File: src/rtl/calc_pkg.sv
// Shared key codes, states and operator encoding
// for the keypad calculator core.
package calc_pkg;

   localparam logic [3:0] KEY_PLUS  = 4'd10;
   localparam logic [3:0] KEY_MINUS = 4'd11;
   localparam logic [3:0] KEY_MUL   = 4'd12;
   localparam logic [3:0] KEY_DIV   = 4'd13;
   localparam logic [3:0] KEY_ENTER = 4'd14;
   localparam logic [3:0] KEY_CLEAR = 4'd15;

   typedef enum logic [2:0] {
      S_OP1,
      S_OPR,
      S_OP2,
      S_EXEC,
      S_DIV
   } calc_state_t;

   // Encoding follows key order: code - KEY_PLUS
   typedef enum logic [1:0] {
      OP_ADD,
      OP_SUB,
      OP_MUL,
      OP_DIV
   } calc_op_t;

   function automatic longint pow10(input int n);
      longint p;
      p = 1;
      for (int i = 0; i < n; i++) p = p * 10;
      return p;
   endfunction

endpackage

File: src/rtl/calc_div_seq.sv
// Unsigned restoring divider, one quotient bit
// per cycle; first bit is produced on the start edge.
module calc_div_seq #(
   parameter int W = 11
) (
   input  logic         clk,
   input  logic         rst,
   input  logic         start,
   input  logic         abort,
   input  logic [W-1:0] dividend,
   input  logic [W-1:0] divisor,
   output logic [W-1:0] quotient,
   output logic         done
);

   localparam int CW = $clog2(W + 1);

   logic [W-1:0]  rem;
   logic [W-1:0]  dvd;
   logic [CW-1:0] cnt;
   logic          run;

   logic [W-1:0] s_rem;
   logic [W-1:0] s_in;
   logic [W:0]   trial;
   logic         q_bit;
   logic [W-1:0] n_rem;

   assign quotient = dvd;

   // One restoring step on either the fresh operands or the running state
   always_comb begin
      s_rem = start ? '0 : rem;
      s_in  = start ? dividend : dvd;
      trial = {s_rem, s_in[W-1]} - {1'b0, divisor};
      q_bit = ~trial[W];
      n_rem = q_bit ? trial[W-1:0] : {s_rem[W-2:0], s_in[W-1]};
   end

   // Iteration counter, partial remainder and shifting quotient
   always_ff @(posedge clk) begin
      if (!rst || abort) begin
         rem  <= '0;
         dvd  <= '0;
         cnt  <= '0;
         run  <= 1'b0;
         done <= 1'b0;
      end else begin
         done <= 1'b0;
         if (start) begin
            rem <= n_rem;
            dvd <= {s_in[W-2:0], q_bit};
            cnt <= CW'(W - 1);
            run <= 1'b1;
         end else if (run) begin
            rem <= n_rem;
            dvd <= {s_in[W-2:0], q_bit};
            cnt <= cnt - 1'b1;
            if (cnt == CW'(1)) begin
               run  <= 1'b0;
               done <= 1'b1;
            end
         end
      end
   end

endmodule

File: src/rtl/calc_engine.sv
// Keypad calculator core: operand entry, operator
// latch, add/sub/mul in one cycle, sequential divide.
module calc_engine
   import calc_pkg::*;
#(
   parameter int W      = 11,
   parameter int DIGITS = 3
) (
   input  logic         clk,
   input  logic         rst,
   input  logic         key_valid,
   input  logic [3:0]   key_code,
   output logic         busy,
   output logic [W-1:0] result,
   output logic         result_valid,
   output logic         err
);

   localparam int CW = $clog2(DIGITS + 1);
   localparam logic [CW-1:0] CMAX = CW'(DIGITS);
   localparam logic [W-1:0]  TEN  = W'(10);

   if (pow10(DIGITS) - 1 > (longint'(1) << (W - 1)) - 1) begin : g_bad_cfg
      $error("calc_engine: DIGITS too large for W");
   end

   calc_state_t  state;
   calc_op_t     op;
   logic [W-1:0] mag;
   logic         sgn;
   logic [CW-1:0] cnt;
   logic [W-1:0] op1;
   logic [W-1:0] op2;
   logic         q_neg;
   logic [W-1:0] q_raw;
   logic         fix_pend;

   logic           clr;
   logic           is_digit;
   logic           is_sign;
   logic           is_op;
   logic [3:0]     op_code;
   logic [W-1:0]   acc;
   logic [W-1:0]   entry;
   logic [W:0]     sum;
   logic [2*W-1:0] prod;
   logic [W-1:0]   ar_res;
   logic           ar_err;
   logic [W-1:0]   a_mag;
   logic [W-1:0]   b_mag;
   logic           div_start;
   logic [W-1:0]   quot;
   logic           div_done;

   // Key classification and arithmetic datapath
   always_comb begin
      clr      = key_valid && (key_code == KEY_CLEAR);
      is_digit = key_code < 4'd10;
      is_sign  = (key_code == KEY_PLUS) || (key_code == KEY_MINUS);
      is_op    = (key_code >= KEY_PLUS) && (key_code <= KEY_DIV);
      op_code  = key_code - KEY_PLUS;
      acc      = mag * TEN + {{(W-4){1'b0}}, key_code};
      entry    = sgn ? -mag : mag;
      if (op == OP_SUB) sum = {op1[W-1], op1} - {op2[W-1], op2};
      else              sum = {op1[W-1], op1} + {op2[W-1], op2};
      prod = {{W{op1[W-1]}}, op1} * {{W{op2[W-1]}}, op2};
      ar_res = '0;
      ar_err = 1'b0;
      case (op)
         OP_ADD, OP_SUB: begin
            ar_res = sum[W-1:0];
            ar_err = sum[W] ^ sum[W-1];
         end
         OP_MUL: begin
            ar_res = prod[W-1:0];
            ar_err = !((&prod[2*W-1:W-1]) || ~(|prod[2*W-1:W-1]));
         end
         default: ;
      endcase
      a_mag     = op1[W-1] ? -op1 : op1;
      b_mag     = op2[W-1] ? -op2 : op2;
      div_start = (state == S_EXEC) && (op == OP_DIV) && (op2 != '0);
   end

   calc_div_seq #(.W(W)) u_div (
      .clk      (clk),
      .rst      (rst),
      .start    (div_start),
      .abort    (clr),
      .dividend (a_mag),
      .divisor  (b_mag),
      .quotient (quot),
      .done     (div_done)
   );

   // Main FSM with registered outputs; CLEAR shares the reset path
   always_ff @(posedge clk) begin
      if (!rst || clr) begin
         state        <= S_OP1;
         op           <= OP_ADD;
         mag          <= '0;
         sgn          <= 1'b0;
         cnt          <= '0;
         op1          <= '0;
         op2          <= '0;
         q_neg        <= 1'b0;
         q_raw        <= '0;
         fix_pend     <= 1'b0;
         result       <= '0;
         err          <= 1'b0;
         result_valid <= 1'b0;
         busy         <= 1'b0;
      end else begin
         result_valid <= 1'b0;
         if (fix_pend) begin
            result       <= q_neg ? -q_raw : q_raw;
            err          <= !q_neg && q_raw[W-1];
            result_valid <= 1'b1;
            fix_pend     <= 1'b0;
         end
         case (state)
            S_OP1, S_OP2: begin
               if (key_valid) begin
                  if (is_sign) begin
                     if (cnt == '0) sgn <= (key_code == KEY_MINUS);
                  end else if (is_digit) begin
                     if (cnt < CMAX) begin
                        mag <= acc;
                        cnt <= cnt + 1'b1;
                     end
                  end else if (key_code == KEY_ENTER) begin
                     if (state == S_OP1) begin
                        op1   <= entry;
                        state <= S_OPR;
                     end else begin
                        op2   <= entry;
                        state <= S_EXEC;
                        busy  <= 1'b1;
                     end
                     mag <= '0;
                     sgn <= 1'b0;
                     cnt <= '0;
                  end
               end
            end
            S_OPR: begin
               if (key_valid && is_op) begin
                  op    <= calc_op_t'(op_code[1:0]);
                  state <= S_OP2;
               end
            end
            S_EXEC: begin
               if (op == OP_DIV && op2 != '0) begin
                  q_neg <= op1[W-1] ^ op2[W-1];
                  state <= S_DIV;
               end else begin
                  result       <= ar_res;
                  err          <= (op == OP_DIV) ? 1'b1 : ar_err;
                  result_valid <= 1'b1;
                  state        <= S_OP1;
                  busy         <= 1'b0;
               end
            end
            S_DIV: begin
               if (div_done) begin
                  q_raw    <= quot;
                  fix_pend <= 1'b1;
                  state    <= S_OP1;
                  busy     <= 1'b0;
               end
            end
            default: state <= S_OP1;
         endcase
      end
   end

endmodule

File: config.mk
export PLATFORM = sky130hd
export DESIGN_NAME = calc_engine
export DESIGN_NICKNAME = d
export VERILOG_FILES = /design/src/rtl/calc_pkg.sv /design/src/rtl/calc_div_seq.sv /design/src/rtl/calc_engine.sv
export SDC_FILE = /design/constraint.sdc
export NUM_CORES = 1
export LEC_CHECK = 0
export ABC_AREA = 0
export BUFFER_PORTS_ARGS = -buffer_cell sky130_fd_sc_hd__buf_2
export CAP_MARGIN = 10
export CORE_ASPECT_RATIO = 1.4
export CORE_UTILIZATION = 35
export DETAILED_ROUTE_END_ITERATION = 8
export GPL_TIMING_DRIVEN = 0
export PLACE_DENSITY = 0.49
export SLEW_MARGIN = 20
export SYNTH_ARGS = -nofsm -noshare
export SYNTH_HDL_FRONTEND = slang
export SYNTH_HIERARCHICAL = 1
export SYNTH_SLANG_ARGS = --single-unit
File: constraint.sdc
create_clock -name clk -period 7.5 [get_ports clk]
set_input_delay 1.125 -clock clk [delete_from_list [all_inputs] [get_ports clk]]
set_output_delay 1.125 -clock clk [all_outputs]
set_load 0.01 [all_outputs]
Yosys cells after proc, flatten, opt, wreduce, memory -nomap -nowiden

Index checks and enable logic that the tools add are counted.
W data, S select, Z words.

Bitwise logic cells: 9
Reduce and logical (&&, ||, !) cells: 37
Eq/ne operators: 23
$add $sub $neg: 11
Divide/modulo/power cells: 0
Magnitude comparators: 4
Muxes and demuxes: 58
$mul: 2
Shift-type cells: 0

Operators by type and width:

| operator                | number |
|---|---|
| $mux W11                | 17 |
| $neg A11 Y11            | 4 |
| $mux W1                 | 23 |
| $mul A11 B11 Y22        | 1 |
| $pmux W11 S2            | 1 |
| $mux W3                 | 7 |
| $reduce_and A6 Y1       | 3 |
| $eq A4 B4 Y1 const B    | 4 |
| $ne A2 B2 Y1 const B    | 7 |
| $add A11 B11 Y12        | 1 |
| $mux W12                | 1 |
| $pmux W3 S4             | 1 |
| $reduce_and A12 Y1      | 1 |
| $reduce_or A12 Y1       | 1 |
| $sub A11 B11 Y12        | 1 |
| $sub A12 B11 Y12        | 1 |
| $add A11 B4 Y11         | 1 |
| $mul A11 B3 Y10 const B | 1 |
| $reduce_bool A11 Y1     | 1 |
| $reduce_and A5 Y1       | 2 |
| $mux W2                 | 4 |
| $mux W4                 | 2 |
| $ne A2 B1 Y1 const B    | 4 |
| $reduce_and A8 Y1       | 1 |
| 27 further kinds        | 54 |

Output and inout bits: 14
Latch bits: 0
ROM bits: 0
Memories: 0
RAM bits: 0
Flip-flop bits (word level): 96
Input port bits: 7
Word-level logic and storage cells: 164

Logic depth before layout (Yosys ltp)

Gate-level depths: netlist (run 1).

Depth after elaboration: 9
Mapped depth: 23

Cells and area by module

The synthesis (run 1) kept the hierarchy.

By module, submodules not included:

| module       | sequential area each (um2) | times used | cells each | area each (um2) |
|---|---|---|---|---|
| calc_engine  | 1361.3                     | 1          | 1174       | 9587.9 |
| calc_div_seq | 560.5                      | 1          | 252        | 1971.9 |

Worst setup path before layout (run 1)

No wires, ideal clock.

Path kind: register to register
Start: register op2[4]
End: register err
Path buffers: 2
Stages on the path, launching flop included: 21
Clock period less this slack: 6.134 ns
Arrival time: 6.018 ns
Setup slack: 1.366 ns
Cell sequence: dfxtp_1 clkbuf_1 clkbuf_1 nand2_1 fa_1 inv_1 fa_1 fa_1 inv_1 fa_1 fa_1 inv_1 ha_1 o21ai_0 a21o_1 or3_1 a22oi_1 or4b_1 or4b_1 or4_1 and4_1

Cells in the longest elaborated chain, start to end: 9
Elaborated cells between the ends (all ways): 16
Classes of those cells: add/sub: 2; mul: 1; mux: 5; bitwise: 2; reduce/logical: 6

RTL lines:

| item                     | line               | RTL |
|---|---|---|
| start: declaration       | calc_engine.sv:33  | `logic [W-1:0] op2;` |
| start signal: assignment | calc_engine.sv:136 | `op2 <= entry;` |
| $mul A11 B11 Y22         | calc_engine.sv:66  | `prod = {{W{op1[W-1]}}, op1} * {{W{op2[W-1]}}, op2};` |
| $reduce_or A12 Y1        | calc_engine.sv:76  | `ar_err = !((&prod[2*W-1:W-1]) \|\| ~(\|prod[2*W-1:W-1]));` |
| $not A1 Y1               | calc_engine.sv:76  |  |
| $logic_or A1 B1 Y1       | calc_engine.sv:76  |  |
| $logic_not A1 Y1         | calc_engine.sv:76  |  |
| $pmux W1 S2              | calc_engine.sv:69  | `case (op)` |
| $mux W1                  | calc_engine.sv:158 | `err <= (op == OP_DIV) ? 1'b1 : ar_err;` |
| $mux W1 (*)              | calc_engine.sv:153 | `if (op == OP_DIV && op2 != '0) begin` |
| $mux W1 (*)              | calc_engine.sv:121 | `case (state)` |
| end signal: assignment   | calc_engine.sv:117 | `err <= !q_neg && q_raw[W-1];` |
| end signal: assignment   | calc_engine.sv:158 |  |
| end: declaration         | calc_engine.sv:16  | `output logic err` |

Mark *: on every way between the ends. The rest lies on a longest branch, timed or not.
A chain may end at the register's enable or synchronous reset.

Worst setup path after layout (run 1)

Start: register op1[8]
End: register err

Cells in the longest elaborated chain, start to end: 9
Elaborated cells between the ends (all ways): 14
Classes of those cells: add/sub: 2; mul: 1; mux: 5; bitwise: 2; reduce/logical: 4

RTL lines:

| item                     | line               | RTL |
|---|---|---|
| start: declaration       | calc_engine.sv:32  | `logic [W-1:0] op1;` |
| start signal: assignment | calc_engine.sv:133 | `op1 <= entry;` |
| $mul A11 B11 Y22         | calc_engine.sv:66  |  |
| $reduce_or A12 Y1        | calc_engine.sv:76  |  |
| $not A1 Y1               | calc_engine.sv:76  |  |
| $logic_or A1 B1 Y1       | calc_engine.sv:76  |  |
| $logic_not A1 Y1         | calc_engine.sv:76  |  |
| $pmux W1 S2 (*)          | calc_engine.sv:69  |  |
| $mux W1 (*)              | calc_engine.sv:158 |  |
| $mux W1 (*)              | calc_engine.sv:153 |  |
| $mux W1 (*)              | calc_engine.sv:121 |  |

Marked as above.

==> run metrics, run 1 <==
Final nets=1,681; row cnt=78; adder-cell share of the synthesized area=a little under a third; TritonCTS buffer count=9; r2r endpoint=err; FMAX=approximately 0.14 GHz; initial core utilization=a little over a third; global-route wire length before repair=roughly 54,000 um; GR Util All Layers=20.6%; Top Usage Layer GRT=met2; GRT met3 Usage=under 10%; Hold Fails Final Rpt=0; die area=33,800 sq um; clk_lat worst skew=0.35 ns; Max FO, Critical Path=10; Max Slew Vio Count=0; final period utilization=between 90% and 100%; Final TNS setup=0 ns; Tot Pwr=1.12 mW; xor/xnor share of the synthesized area=under 10%; Synth cell types=between 70 and 80; Post-Synth Simple-Gate Area=roughly 19%; Worst R2R Setup Slack=0.29 ns; Mapped Cells=approximately 1,400; Sw Share=between 20% and 30%; vias in the first global route=around 9,900; Post-synth EDFFs=0; Hold Crit Class=reg -> reg; R2R Path Start=op1[8]; Synth Area in Compound Gates=between 10% and 20%; biggest area consumer among synthesized cells=fa_1; Diodes inserted=0; largest net degree at the start of global routing=18; clk_skew=around 0.008 ns; GP Congestion=about 0.9; CP required=7.74 ns; 1st-pass router iterations=4; met2 Use GR=around 38%; Remaining Overflow, GRT=0; outcome=completed; yosys warns=6; ys async rst share=0%; routed vias=around 9,700; Worst Reg-to-Reg Cells=17; synthesized flop and latch total=96; final-report setup violation count=0; switching pwr=0.295 mW; Placeable Area=about 32,000 sq um; post-synthesis mux area share=under 10%; hold_sp=mag[10]; Pint=approximately 0.8 mW; vias per std cell=between 5 and 6; Worst Path Class, Setup=reg -> reg; part of the power in combinational logic=between 10% and 20%; Arr. time, crit path=between 7 and 8 ns; VDD IR max=roughly 0.00011 V; largest family of logic cells by synthesized area=adder cells; number of routed nets with antenna violations=0; fin crit period=7.21 ns; clk slew on worst S/H paths=~0.070 ns; worst slew pin tran=slightly above 0.8 ns; # port buffers=20; Synth Cell Area=about 12,000 sq um; Ports=21; Clock power frac=42.6%; Mapped Nets=roughly 1,700; share of layout cells above drive strength 1=between 4 and 5%; cts hold-fix bufs=0; Worst Hold Path EP=mag[10]; relative slew slack=approximately 44%; Crit. End Element=register; antenna violations before repair=0; setup ws final=between 0.2 and 0.3 ns; Routed WL per cell=17.5 um; H-tree depth reported by CTS=3; critical path launch point type=register; Area growth syn-to-layout=8.41%; Layout Utilization=between 30% and 40%; RSZ-0062 raised after global routing=false; Avg Cell Area, Syn=8.11 sq um; Leakage Power=~5 nW; DIE HEIGHT=around 220 um; clock root cell=clkbuf_16; routed wire length=around 33,000 um; Yosys top cell area share=roughly a fifth; Hold Path Stages=2; Max Buffers Root-to-Sink=2; Seq pwr share=47.1%; hpwl dp=about 27,000 um; Main synth FF type=dfxtp_1; # clock sinks=96; met1 GRT Util=roughly 25%; Synth area leaders=fa_1, dfxtp_1, ha_1, inv_1, nand2_1; Seq/Total Area, Yosys=16.6%; Cell Pwr Density=~90 nW/um^2; worst slack at placement=-0.199 ns; Initial DRC Count=about 430; Max-cap violations=0; Placed Instances=roughly 1,900; die width=~160 um; Finished Layout Cells=approximately 1,900; CTS tree=yes; drt drc=0
## how the worst max path moves through the flow
stage	start	to	slack (ns)	depth (start not counted)
5_1_grt	op1[6]	err	0.04	18
2_1_floorplan	op2[4]	err	1.37	20
3_3_place_gp	op1[6]	err	-0.24	18
4_1_cts	op1[10]	err	0.05	20
3_5_place_dp	op1[6]	err	-0.20	18
6_report	op1[8]	err	0.29	17
## Yosys cell counts, types with 14 or more instances
library cell	instances
inv_1	175
nand2_1	170
nor2_1	127
fa_1	121
ha_1	97
dfxtp_1	96
a21oi_1	66
clkbuf_1	64
o21ai_0	55
xnor2_1	50
xor2_1	42
a211oi_1	34
and2_1	30
nor3_1	27
mux2i_1	21
nand2b_1	20
nand3_1	20
nor2b_1	18
o211ai_1	17
o31ai_1	14
## registers in the layout (all words and copies together), names as in the netlist, 4 cells and up
signal,cells
mag,11
u_div/rem,11
op2,11
u_div/cnt,4
q_raw,11
u_div/quotient,11
result,11
op1,11
## per-layer routing
layer	vias up	part of all wire [%]
met5	-	0
met4	0	2.9
met3	45	2.0
met2	137	53
met1	4736	43
li1	4792	-
## kinds of logic (layout without fill, tap and decap cells)
kind of cell               count (synthesis)  after routing
and+or+nand+nor                          474            474
AOI/OAI and AO/OA                        270            270
buffers and inverters                    254            289
adders and majority gates                218            218
DFF                                       96             96
xor gates and xnor gates                  93             93
muxes                                     21             21
## metrics by stage
step	cell area, sq um	hold slack (ns)
2_1_floorplan	11600	0.441
3_3_place_gp	12200	0.458
3_5_place_dp	12200	0.473
4_1_cts	12500	0.481
5_1_grt	12500	0.506
6_report	12500	0.476
## worst max-delay path, cell delays in order, from the launching register on
cell	delay (ns)
dfxtp_1	0.55
clkbuf_1	0.65
nand2_1	0.15
fa_1	0.49
fa_1	0.55
fa_1	0.45
fa_1	0.53
fa_1	0.56
inv_1	0.05
ha_1	0.26
nor3_1	0.25
o21ai_0	0.15
a21oi_1	0.43
xor2_1	0.15
or4b_1	0.56
or4b_1	0.48
or4_1	0.57
and4_1	0.28
## repair_timing
| action | in CTS | in global routing |
|---|---|---|
| gates resized for setup | 2 | 21 |
| buffers inserted | 0 | 0 |
| setup endpoints to repair | 1 | 1 |
| cloned | 0 | 0 |
## power by group through the flow
stage | Combinational, mW | Sequential, mW | Clock, mW
after floorplan | 0.0841 | 0.533 | 0
after global placement | 0.114 | 0.537 | 0
after detailed placement | 0.115 | 0.538 | 0
after CTS | 0.115 | 0.526 | 0.492
after global routing | 0.129 | 0.526 | 0.509
final | 0.115 | 0.525 | 0.476
## layout make-up
cell class              instances  area, sq um
clock buffers                   9          225
well taps                     440          551
plain buffers                  77          313
repair buffers                 20          100
clock inverters                 7         81.3
flip-flops and latches         96         1920
multi-input cells            1076         8680
fillers                      3392        20000
inverters                     176          661
## cell usage in the layout, fill, tap and decap left out, drive strengths merged, types with 34 or more instances in the layout
| cell | synthesis | layout |
|---|---|---|
| a211oi | 34 | 34 |
| a21oi | 66 | 66 |
| clkbuf | 64 | 73 |
| dfxtp | 96 | 96 |
| fa | 121 | 121 |
| ha | 97 | 97 |
| inv | 175 | 176 |
| nand2 | 170 | 170 |
| nor2 | 127 | 127 |
| o21ai | 59 | 59 |
| xnor2 | 50 | 50 |
| xor2 | 42 | 42 |
Power figures use the tool's default switching activity.
==> inputs of run 2 (changes only) <==
--- a/config.mk
+++ b/config.mk
@@ -12,7 +12,7 @@
 export CORE_UTILIZATION = 35
 export DETAILED_ROUTE_END_ITERATION = 8
 export GPL_TIMING_DRIVEN = 0
-export PLACE_DENSITY = 0.49
+export PLACE_DENSITY = 0.52
 export SLEW_MARGIN = 20
 export SYNTH_ARGS = -nofsm -noshare
 export SYNTH_HDL_FRONTEND = slang
==> constraint.sdc (replaced) <==
create_clock -name clk -period 6.2 [get_ports clk]
set_input_delay 0.93 -clock clk [delete_from_list [all_inputs] [get_ports clk]]
set_output_delay 0.93 -clock clk [all_outputs]
set_load 0.01 [all_outputs]
==> run 2 against run 1 <==
Net effect: sequential share of layout area is 0.57 points lower; final cell count is 1.0% higher; utilization rose by 2.7 points; highest routed layer unchanged.
==> run metrics, run 2 (synthesis results as in run 1) <==
Max Buffers Root-to-Sink=2; # port buffers=20; critical path launch point type=register; share of layout cells above drive strength 1=a little under an eighth; DIE HEIGHT=around 220 um; worst slack at placement=-1.56 ns; Arr. time, crit path=around 6.4 ns; CTS tree=yes; multi-input combinational cell area=8930 sq um; Placeable Area=32,500 sq um; # clock sinks=96; H-tree depth reported by CTS=3; Cell Pwr Density=106 nW/um^2; fin crit period=slightly above 6 ns; hpwl dp=26,800 um; final-report setup violation count=0; Final nets=about 1,700; final period utilization=98.6%; switching pwr=between 0.3 and 0.4 mW; vias per std cell=about 5; outcome=completed; Final TNS setup=0 ns; Max Slew Vio Count=0; GP Congestion=0.945; final-layout fill cell count=around 3,300; initial core utilization=between 30% and 40%; clk_skew=approximately 0.005 ns; relative slew slack=38.8%; Area growth syn-to-layout=16.1%; largest net degree at the start of global routing=17; global-route wire length before repair=around 55,000 um; row cnt=slightly below 80; routed vias=just under 10,000; Pint=approximately 1.1 mW; 1st-pass router iterations=5; VDD IR max=around 0.00017 V; commonest non-fill, non-tap cell in the layout=inv_1; Worst R2R Setup Slack=~0.085 ns; worst slew pin tran=0.894 ns; Crit. End Element=register; part of the power in combinational logic=between 10% and 20%; clk_lat worst skew=between 0.3 and 0.4 ns; vias in the first global route=about 10,000; antenna violations before repair=0; CP required=about 6.5 ns; Hold Fails Final Rpt=0; TritonCTS buffer count=9; Max FO, Critical Path=10; RSZ-0062 raised after global routing=true; cts hold-fix bufs=0; Hold Crit Class=reg -> reg; Initial DRC Count=between 400 and 500; clock root cell=clkbuf_16; Clock power frac=approximately 45%; setup ws final=roughly 0.085 ns; routed wire length=33,600 um; Sw Share=about a quarter; Max-cap violations=0; number of routed nets with antenna violations=0; commonest non-fill, non-tap cells in the layout=inv_1, nand2_1, nor2_1, fa_1, ha_1; drt drc=0; Routed WL per cell=17.5 um; GR Util All Layers=a little over a fifth; register cell area after layout=around 2000 sq um; Remaining Overflow, GRT=0; Diodes inserted=0; die area=roughly 34,000 sq um; die width=about 160 um; clk slew on worst S/H paths=roughly 0.070 ns; Ports=21; Worst Path Class, Setup=reg -> reg; FMAX=between 0.15 and 0.2 GHz; Leakage Power=~5.2 nW; Seq pwr share=between 40 and 50%
run 2: cell types whose count changed in the layout (fill, tap and decap cells not counted), moves of 11 or more:
cell and delta:
buf_4 +26, clkbuf_1 -22, clkbuf_2 -11, clkbuf_8 +11
dfxtp_1 -19, dfxtp_4 +14
run 2: final timing paths:
path	from	to	depth (start not counted)
worst max-delay path	op1[10]	err	20
worst min-delay path	mag[10]	mag[10]	2
worst max register to register	op1[10]	err	20
worst min register to register	mag[10]	mag[10]	2
run 2: per-stage QoR:
stage | util, % | hold slack (ns) | instance area (sq um) | cells | power [mW]
6_report | 41.3 | 0.467 | 13400 | 1920 | 1.42
2_1_floorplan | - | 0.441 | 11600 | 1426 | 0.746
3_5_place_dp | 37.6 | 0.459 | 12200 | 1886 | 0.788
3_3_place_gp | 37.6 | 0.455 | 12200 | 1886 | 0.787
4_1_cts | 40.9 | 0.468 | 13300 | 1918 | 1.44
5_1_grt | 41.3 | 0.487 | 13400 | 1920 | 1.48
run 2: cell type report:
cell class / instances / area share, %
inverters: 176 / 4.98
clock buffers: 9 / 1.68
repair buffers: 45 / 2.24
multi-input cells: 1076 / 66.5
flip-flops and latches: 96 / 14.8
well taps: 440 / 4.10
clock inverters: 7 / 0.886
plain buffers: 71 / 4.82
run 2: power groups by stage:
stage	registers (mW)	logic (mW)	clock network [mW]
final	0.630	0.148	0.646
after global routing	0.630	0.165	0.680
after CTS	0.629	0.149	0.662
after detailed placement	0.650	0.138	0
after global placement	0.650	0.137	0
after floorplan	0.644	0.102	0
run 2: per-layer routing:
metal | vias to the layer above | GRT usage, % | share of wire, %
met5 | - | 0 | 0
met4 | 0 | 7.84 | 3.3
met3 | 48 | 1.67 | 2.1
met2 | 160 | 38.6 | 53
met1 | 4799 | 24.8 | 42
li1 | 4850 | - | -
run 2: what timing repair did:
| action | CTS | global route |
|---|---|---|
| setup buffers | 22 | 3 |
| gates cloned | 0 | 0 |
| resized for setup | 159 | 22 |
| pin swaps | 29 | 10 |
| endpoints found under the hold margin | 0 | 0 |
| endpoints found under the setup margin | 1 | 1 |
run 2: critical path, cell delays in order, from the launching register on:
cell and delay (ns):
dfxtp_2 0.34, buf_8 0.14, clkbuf_16 0.17, nand2_4 0.09, inv_1 0.05, fa_1 0.49, inv_1 0.06, fa_1 0.46
fa_1 0.55, fa_1 0.45, fa_1 0.54, inv_1 0.06, ha_4 0.24, a21oi_4 0.18, nand2_2 0.09, o21ai_4 0.23
xor2_2 0.13, or4b_4 0.54, or4b_1 0.49, or4_4 0.49, and4_1 0.21
==> inputs of run 3 (changes only) <==
--- a/config.mk
+++ b/config.mk
@@ -9,10 +9,12 @@
 export BUFFER_PORTS_ARGS = -buffer_cell sky130_fd_sc_hd__buf_2
 export CAP_MARGIN = 10
 export CORE_ASPECT_RATIO = 1.4
+export CORE_MARGIN = 2
 export CORE_UTILIZATION = 35
 export DETAILED_ROUTE_END_ITERATION = 8
 export GPL_TIMING_DRIVEN = 0
 export PLACE_DENSITY = 0.52
+export REMOVE_ABC_BUFFERS = 1
 export SLEW_MARGIN = 20
 export SYNTH_ARGS = -nofsm -noshare
 export SYNTH_HDL_FRONTEND = slang
==> run 3 against run 2 <==
Net effect: global-route usage fell by 2.5 points; wire length down 8.2%; worst setup slack better by 0.065 ns; count of clock-buffer cells in the layout is 1 higher; sequential cell count stayed put; sequential power about the same; cell area is 4.0% lower; largest cell class unchanged.
==> run metrics, run 3 (synthesis results as in run 1) <==
Ports=21; hpwl dp=23,000 um; H-tree depth reported by CTS=3; routed vias=9,657; Remaining Overflow, GRT=0; final-layout fill cell count=~3,300; row cnt=78; initial core utilization=between 30% and 40%; worst slew pin tran=just under 1 ns; Worst Path Class, Setup=reg -> reg; routed wire length=30,800 um; TritonCTS buffer count=9; Crit. End Element=register; Final TNS setup=0 ns; Placeable Area=32,500 sq um; commonest non-fill, non-tap cell in the layout=inv_1; CTS tree=yes; fin crit period=between 6 and 7 ns; vias per std cell=just over 5; Initial DRC Count=approximately 510; drt drc=0; Arr. time, crit path=6.30 ns; Final nets=1,654; antenna violations before repair=0; # port buffers=20; commonest non-fill, non-tap cells in the layout=inv_1, nand2_1, nor2_1, fa_1, ha_1; Hold Crit Class=reg -> reg; die width=between 150 and 200 um; CP required=6.45 ns; clk_skew=0.00728 ns; vias in the first global route=between 9,000 and 10,000; Max Slew Vio Count=0; share of layout cells above drive strength 1=between 10% and 20%; Routed WL per cell=16.4 um; die area=~35,000 sq um; DIE HEIGHT=219 um; VDD IR max=between 0.0001 and 0.00015 V; Max FO, Critical Path=17; 1st-pass router iterations=5; global-route wire length before repair=between 40,000 and 50,000 um; outcome=completed; cts hold-fix bufs=0; Diodes inserted=0; Area growth syn-to-layout=11.5%; number of routed nets with antenna violations=0; clk slew on worst S/H paths=0.07 ns; Max-cap violations=0; clock root cell=clkbuf_16; Max Buffers Root-to-Sink=2; critical path launch point type=register; largest net degree at the start of global routing=28; final period utilization=approximately 98%; final-report setup violation count=0; Cell Pwr Density=about 100 nW/um^2; # clock sinks=between 90 and 100; GP Congestion=0.839; FMAX=0.165 GHz; clk_lat worst skew=around 0.36 ns; Tot Pwr=approximately 1.3 mW; Leakage Power=between 5 and 6 nW; GR Util All Layers=a little under a fifth; Hold Fails Final Rpt=0; relative slew slack=between 30% and 40%
==> run 3: cell types whose count changed in the layout (fill, tap and decap cells not counted), moves of 4 or more <==
cell / change
buf_1: -5
buf_2: -6
buf_4: +20
clkbuf_1: -29
clkbuf_16: -10
clkbuf_8: -11
dfxtp_4: +6
ha_1: +4
ha_4: -5
nand2_1: +6
nand2_2: -5
==> run 3: power breakdown <==
group | total [mW] | switching (mW) | internal, mW
combinational | 0.133 | 0.0759 | 0.0575
sequential | 0.632 | 0.0164 | 0.615
clock | 0.581 | 0.261 | 0.320
total | 1.35 | 0.353 | 0.992
==> run 3: critical path, cell delays in order, from the launching register on <==
cell	delay [ns]
dfxtp_4	0.49
nand2_1	0.11
fa_1	0.55
fa_2	0.47
fa_1	0.52
fa_1	0.52
fa_1	0.54
inv_1	0.07
ha_4	0.28
o21ai_1	0.08
a21o_1	0.21
or3_1	0.32
a22oi_1	0.15
or4b_4	0.49
or4b_1	0.47
or4_4	0.46
and4_1	0.22
==> run 3: repair_timing <==
item	CTS	global route
endpoints found under the setup margin	1	1
buffers inserted	22	25
endpoints found under the hold margin	0	0
gates resized for setup	53	24
pin swaps	2	9
==> run 3: per-stage QoR <==
stage	setup WS, ns	util, %	std cells	hold WS [ns]	area [sq um]
floorplan	0.107	-	1348	0.441	11300
global placement	-0.878	36.6	1808	0.456	11900
detailed placement	-0.949	37.0	1811	0.459	12000
CTS	0.00856	38.7	1849	0.468	12600
global route	-0.0249	39.7	1874	0.498	12900
finish	0.150	39.7	1874	0.465	12900
==> run 3: final timing paths <==
kind	cells after the start	to	startpoint	slack [ns]
worst min register to register	2	mag[10]	mag[10]	0.46
worst min-delay path	2	mag[10]	mag[10]	0.46
worst max register to register	16	err	op2[9]	0.15
worst max-delay path	16	err	op2[9]	0.15
==> run 3: area by class of cell <==
class                   instances  area, sq um  area share [%]
inverters                     176          661            5.13
repair buffers                 70          543            4.21
clock inverters                 6         75.1           0.583
clock buffers                  10          229            1.78
well taps                     440          551            4.27
flip-flops and latches         96         2000            15.5
multi-input cells            1076         8830            68.5
==> run 3: routing by layer <==
metal	GRT usage [%]	wire length (um)
met1	20.7	12300
met2	35.1	16400
met3	1.50	732
met4	7.64	1280
met5	0	0
